==> src/rtl/pipe_stage_ctrl.sv <==
// Pipeline stage sequencer: expands registered hazard indications into
// stall/flush windows, per-stage strobes, a PC redirect and perf counters.
module pipe_stage_ctrl #(
    parameter int unsigned XLEN             = 32,
    parameter int unsigned STALL_EX_CYCLES  = 1,
    parameter int unsigned STALL_MEM_CYCLES = 2,
    parameter int unsigned FLUSH_CYCLES     = 2,
    parameter int unsigned CNT_W            = 32
) (
    input  logic             clk,
    input  logic             reset_n,
    input  logic [1:0]       hazard_stall,
    input  logic             hazard_flush,
    input  logic [XLEN-1:0]  branch_target,
    input  logic             ext_stall,
    output logic             pc_en,
    output logic             if_id_en,
    output logic             if_id_flush,
    output logic             id_ex_en,
    output logic             id_ex_bubble,
    output logic             redirect_valid,
    output logic [XLEN-1:0]  redirect_pc,
    output logic [1:0]       ctrl_state,
    output logic [CNT_W-1:0] stall_cycle_cnt,
    output logic [CNT_W-1:0] flush_cnt
);

    localparam int unsigned MAX_A = (STALL_EX_CYCLES > STALL_MEM_CYCLES) ? STALL_EX_CYCLES
                                                                         : STALL_MEM_CYCLES;
    localparam int unsigned MAX_WIN = (MAX_A > FLUSH_CYCLES) ? MAX_A : FLUSH_CYCLES;
    localparam int unsigned WIN_W   = $clog2(MAX_WIN + 1);

    typedef enum logic [1:0] {
        ST_RUN   = 2'b00,
        ST_STALL = 2'b01,
        ST_FLUSH = 2'b10
    } state_t;

    state_t           state_q, state_d;
    logic [WIN_W-1:0] cnt_q, cnt_d;
    logic             pend_q, pend_d;
    logic [XLEN-1:0]  ptgt_q, ptgt_d;
    logic [XLEN-1:0]  rpc_q, rpc_d;
    logic             rv_q, rv_d;
    logic [CNT_W-1:0] scnt_q, scnt_d;
    logic [CNT_W-1:0] fcnt_q, fcnt_d;

    logic             flush_req;
    logic [XLEN-1:0]  flush_tgt;

    always_ff @(posedge clk or negedge reset_n) begin
        if (!reset_n) begin
            state_q <= ST_RUN;
            cnt_q   <= '0;
            pend_q  <= 1'b0;
            ptgt_q  <= '0;
            rpc_q   <= '0;
            rv_q    <= 1'b0;
            scnt_q  <= '0;
            fcnt_q  <= '0;
        end else begin
            state_q <= state_d;
            cnt_q   <= cnt_d;
            pend_q  <= pend_d;
            ptgt_q  <= ptgt_d;
            rpc_q   <= rpc_d;
            rv_q    <= rv_d;
            scnt_q  <= scnt_d;
            fcnt_q  <= fcnt_d;
        end
    end

    // A flush captured while frozen is replayed on the first unfrozen edge.
    assign flush_req = hazard_flush | pend_q;
    assign flush_tgt = hazard_flush ? branch_target : ptgt_q;

    always_comb begin
        state_d = state_q;
        cnt_d   = cnt_q;
        pend_d  = pend_q;
        ptgt_d  = ptgt_q;
        rpc_d   = rpc_q;
        rv_d    = rv_q;
        scnt_d  = scnt_q;
        fcnt_d  = fcnt_q;

        if (ext_stall) begin
            if (hazard_flush) begin
                pend_d = 1'b1;
                ptgt_d = branch_target;
            end
        end else begin
            rv_d = 1'b0;
            if (flush_req) begin
                state_d = ST_FLUSH;
                cnt_d   = WIN_W'(FLUSH_CYCLES - 1);
                rpc_d   = flush_tgt;
                pend_d  = 1'b0;
                rv_d    = 1'b1;
            end else begin
                case (state_q)
                    ST_RUN: begin
                        if (hazard_stall == 2'b01) begin
                            state_d = ST_STALL;
                            cnt_d   = WIN_W'(STALL_EX_CYCLES - 1);
                        end else if (hazard_stall[1]) begin
                            state_d = ST_STALL;
                            cnt_d   = WIN_W'(STALL_MEM_CYCLES - 1);
                        end
                    end
                    ST_STALL, ST_FLUSH: begin
                        if (cnt_q == '0) begin
                            state_d = ST_RUN;
                        end else begin
                            cnt_d = cnt_q - WIN_W'(1);
                        end
                    end
                    default: state_d = ST_RUN;
                endcase
            end

            if (state_q == ST_STALL && scnt_q != {CNT_W{1'b1}}) begin
                scnt_d = scnt_q + CNT_W'(1);
            end
            if (rv_q && fcnt_q != {CNT_W{1'b1}}) begin
                fcnt_d = fcnt_q + CNT_W'(1);
            end
        end
    end

    // Stage strobe decode of the registered state, overridden by ext_stall.
    always_comb begin
        pc_en        = 1'b1;
        if_id_en     = 1'b1;
        if_id_flush  = 1'b0;
        id_ex_en     = 1'b1;
        id_ex_bubble = 1'b0;
        if (ext_stall) begin
            pc_en    = 1'b0;
            if_id_en = 1'b0;
            id_ex_en = 1'b0;
        end else begin
            case (state_q)
                ST_STALL: begin
                    pc_en        = 1'b0;
                    if_id_en     = 1'b0;
                    id_ex_bubble = 1'b1;
                end
                ST_FLUSH: begin
                    if_id_flush  = 1'b1;
                    id_ex_bubble = 1'b1;
                end
                default: ;
            endcase
        end
    end

    assign redirect_valid  = rv_q & ~ext_stall;
    assign redirect_pc     = rpc_q;
    assign ctrl_state      = state_q;
    assign stall_cycle_cnt = scnt_q;
    assign flush_cnt       = fcnt_q;

endmodule

==> config.mk <==
export PLATFORM = sky130hd
export DESIGN_NAME = pipe_stage_ctrl
export DESIGN_NICKNAME = d
export VERILOG_FILES = /design/src/rtl/pipe_stage_ctrl.sv
export SDC_FILE = /design/constraint.sdc
export NUM_CORES = 1
export LEC_CHECK = 0
export CAP_MARGIN = 5
export CORE_AREA = 2 2 103 105
export DETAILED_ROUTE_END_ITERATION = 16
export DIE_AREA = 0 0 105 107
export DONT_BUFFER_PORTS = 1
export PLACE_DENSITY = 0.8
export SLEW_MARGIN = 40
export SYNTH_ARGS = -nofsm -noshare
export SYNTH_HDL_FRONTEND = slang
export SYNTH_SLANG_ARGS = --single-unit
==> constraint.sdc <==
create_clock -name clk -period 2.4 [get_ports clk]
set_input_delay 0.36 -clock clk [delete_from_list [all_inputs] [get_ports clk]]
set_output_delay 0.36 -clock clk [all_outputs]
set_load 0.1 [all_outputs]
==> impl_metrics.tcl <==
set metrics [dict create \
    clk_pin_slew_worst_paths_ps 60 \
    synth_top_cell_by_area "dfrtp_1" \
    fin_util 0.786 \
    cts_tree "yes" \
    worstPathMaxFanout 5 \
    cp-end-kind "primary output" \
    finalSetupViolCount 0 \
    worst_path_largest_cell_delay_ps 370 \
    wire_per_inst_um 18.9 \
    grt_start_max_net_pins 135 \
    yosysWarnings 0 \
    finalNetCount 702 \
    p_seq_frac 0.434 \
    synth_edf_count 0 \
    synth_area_leaders "dfrtp_1 55%, mux2_2 6.3%, xnor2_1 6.0%, mux2i_1 5.3%, nand2_1 3.7%" \
    maxSlewHeadroom 0.395 \
    critical_path.cell_chain "buf_8 -> inv_1 -> ha_1 -> nor2b_2 -> buf_12" \
    postRouteAntennaNets 0 \
    p_switching_w 0.00290 \
    detailed_place_hpwl_um 9530 \
    async_reset_ff_frac 1.00 \
    synth_ff_type "dfrtp_1" \
    antennaDiodeCount 0 \
    combPwrFrac 0.214 \
    chipWidth_um 105 \
    initial_core_util 0.604 \
    grt_use_met2 0.490 \
    leakagePower_nw 3.50 \
    cts.sinks 134 \
    synth_top_area_frac 0.550 \
    viasPerCell 5.91 \
    gp_congestion 0.828 \
    place_inst 742 \
    post-place-ws_ps 260 \
    met1_usage 0.328 \
    rsz0062_at_grt "false" \
    max-cap-violations 0 \
    syn_to_final_growth_pct 30.1 \
    worst_slew_pin_slew_ps 907 \
    cts_buffer_depth 2 \
    port-buffer-count 0 \
    grt-ovfl-total 0 \
    r2r-start "stall_cycle_cnt[0]" \
    synth_fp_nets 585 \
    met3_usage 0.0930 \
    grt.busiest_layer "met2" \
    fin_crit_sh 0.960 \
    finalNonFillerCells 807 \
    grt_pass1_vias 5106 \
    period_needed_ps 2300 \
    max_freq_mhz 434 \
    drt_first_pass_iters 5 \
    remaining_drc_errors 0 \
    grt_first_pass_wirelength_um 25000 \
    hold_ws_ps -474 \
    rows 37 \
    worstPathArrival_ps 1940 \
    syn_inst 541 \
    setup_ws_ps 96.7 \
    slew_viol_final 0 \
    avgSynthCellArea_um2 11.3 \
    start_kind "register" \
    clockRootBuffer "clkbuf_8" \
    synth-seq-cells 134 \
    hp-class "in -> async" \
    hold_viol 134 \
    yosys.cell_count.top_type "dfrtp_1" \
    r2r-end "stall_cycle_cnt[31]" \
    htreeDepth 4 \
    synth_commonest_cells "134 x dfrtp_1, 60 x nand2_1, 42 x xnor2_1" \
    num_vias 4772 \
    drive_above_1_share 0.349 \
    dieHeight_um 107 \
    rrSetupSlack_ps 210 \
    cts_buffers 17 \
    core_um2 10100 \
    drt_wl_total_um 15200 \
    status "finished with violations" \
    internal_power_w 0.00472 \
    switching_share 0.381 \
    pwr_density_cell_nw_per_um2 960 \
    fin_setup_tns_ps 0 \
    violations "hold timing" \
    clkPwrFrac 0.352 \
    antenna_found_initial 0 \
    fin_skew_ps 9.13 \
    clk_latency_ps 530 \
    pin_count 142 \
    criticalPathCategory "reg -> out" \
    worstPathRequired_ps 2040 \
    slowest_stage "dfrtp_2" \
    dieArea_um2 11200 \
    ys_types 42 \
    syn-cell-area_um2 6100 \
    ir_worst_vdd_uv 862 \
    ys_seq_area_frac 0.550 \
    grtUsageTotal 0.285 \
    drt_iter0_drc 225 \
    cts-hold-fix-buffers 32 \
    r2r_cells 6 \
]
-- layout make-up --
cell class | count | area [µm²]
fill | 629 | 2160
timing repair buffer | 120 | 1030
clock buffer | 20 | 435
inverter | 8 | 30.0
sequential | 134 | 3440
clock inverter | 12 | 176
tap | 136 | 170
multi-input combinational | 377 | 2650
-- kinds of logic (layout without fill, tap and decap cells) --
family	Yosys count	in the layout	synth area share
fa+ha+maj	6	6	0.0123
mux	67	67	0.118
buf+inv	30	160	0.0211
compound gates	45	45	0.0427
xor+xnor	61	61	0.0876
flops	134	134	0.550
simple gates	198	198	0.168
-- placed cells by master, fill, tap and decap left out, types with 3 or more instances in the layout --
cell           instances
mux2_2                34
dfrtp_2               65
xnor2_1               42
buf_12                 3
dfrtp_1               67
inv_1                  8
nor3_1                10
ha_1                   6
nor2_1                26
mux2i_1               32
bufinv_16              4
o21ai_0               33
dlygate4sd3_1         32
nor3b_1                3
xor2_1                19
nand4b_1               4
buf_4                 84
nand3_1               21
clkbuf_16             16
nor4_1                 7
nand4_1               35
and3_1                12
nand2_1               60
clkinv_2               3
a21oi_1                3
and4_1                 3
-- state kept, by name, indices dropped and copies added (netlist names) --
signal,flops
cnt_q,2
redirect_pc,32
ctrl_state,2
pend_q,1
stall_cycle_cnt,32
rv_q,1
flush_cnt,32
ptgt_q,32
-- stage by stage --
stage,area (µm²),hold WS (ps),total power [W]
final,7930,-474,0.00762
after global routing,7930,-502,0.00787
after CTS,7910,-494,0.00762
after detailed placement,6970,68.2,0.00490
after global placement,6950,67.9,0.00482
after floorplan,6170,64.4,0.00454
-- metal layers --
| metal | up-vias | share of wire |
|---|---|---|
| met4 | 0 | 0.021 |
| met5 | - | 0 |
| met3 | 37 | 0.064 |
| li1 | 2162 | - |
| met2 | 167 | 0.52 |
| met1 | 2406 | 0.39 |
-- worst max-delay path, delay by kind of cell, from the launching register on --
kind	cells	cell delay (ps)
adder cells (fa/ha/maj)	1	360
AND/OR/NAND/NOR	1	210
flip-flops	1	370
buffers and inverters	3	480
-- power groups by stage --
stage / sequential [W] / clock (W) / combinational (W)
6_report: 0.00330 / 0.00268 / 0.00163
5_1_grt: 0.00333 / 0.00283 / 0.00171
4_1_cts: 0.00329 / 0.00271 / 0.00162
3_5_place_dp: 0.00332 / 0 / 0.00158
3_3_place_gp: 0.00330 / 0 / 0.00152
2_1_floorplan: 0.00401 / 0 / 0.000530
-- what timing repair did --
action	CTS	global route
setup buffers	0	1
pin swaps	0	1
resized for setup	1	1
endpoints found under the hold margin	166	134
setup endpoints to repair	1	2
-- how the worst max path moves through the flow --
stage,start,end,slack [ps],depth (start not counted)
after floorplan,ctrl_state[1],pc_en,-310,4
after global placement,stall_cycle_cnt[1],stall_cycle_cnt[5],300,7
after detailed placement,ctrl_state[0],cnt_q[0],260,7
after CTS,ctrl_state[0],id_ex_bubble,40,5
after global routing,ctrl_state[0],id_ex_bubble,20,5
final,ctrl_state[0],id_ex_bubble,100,5
No activity file was read; power rests on OpenSTA's default activity.
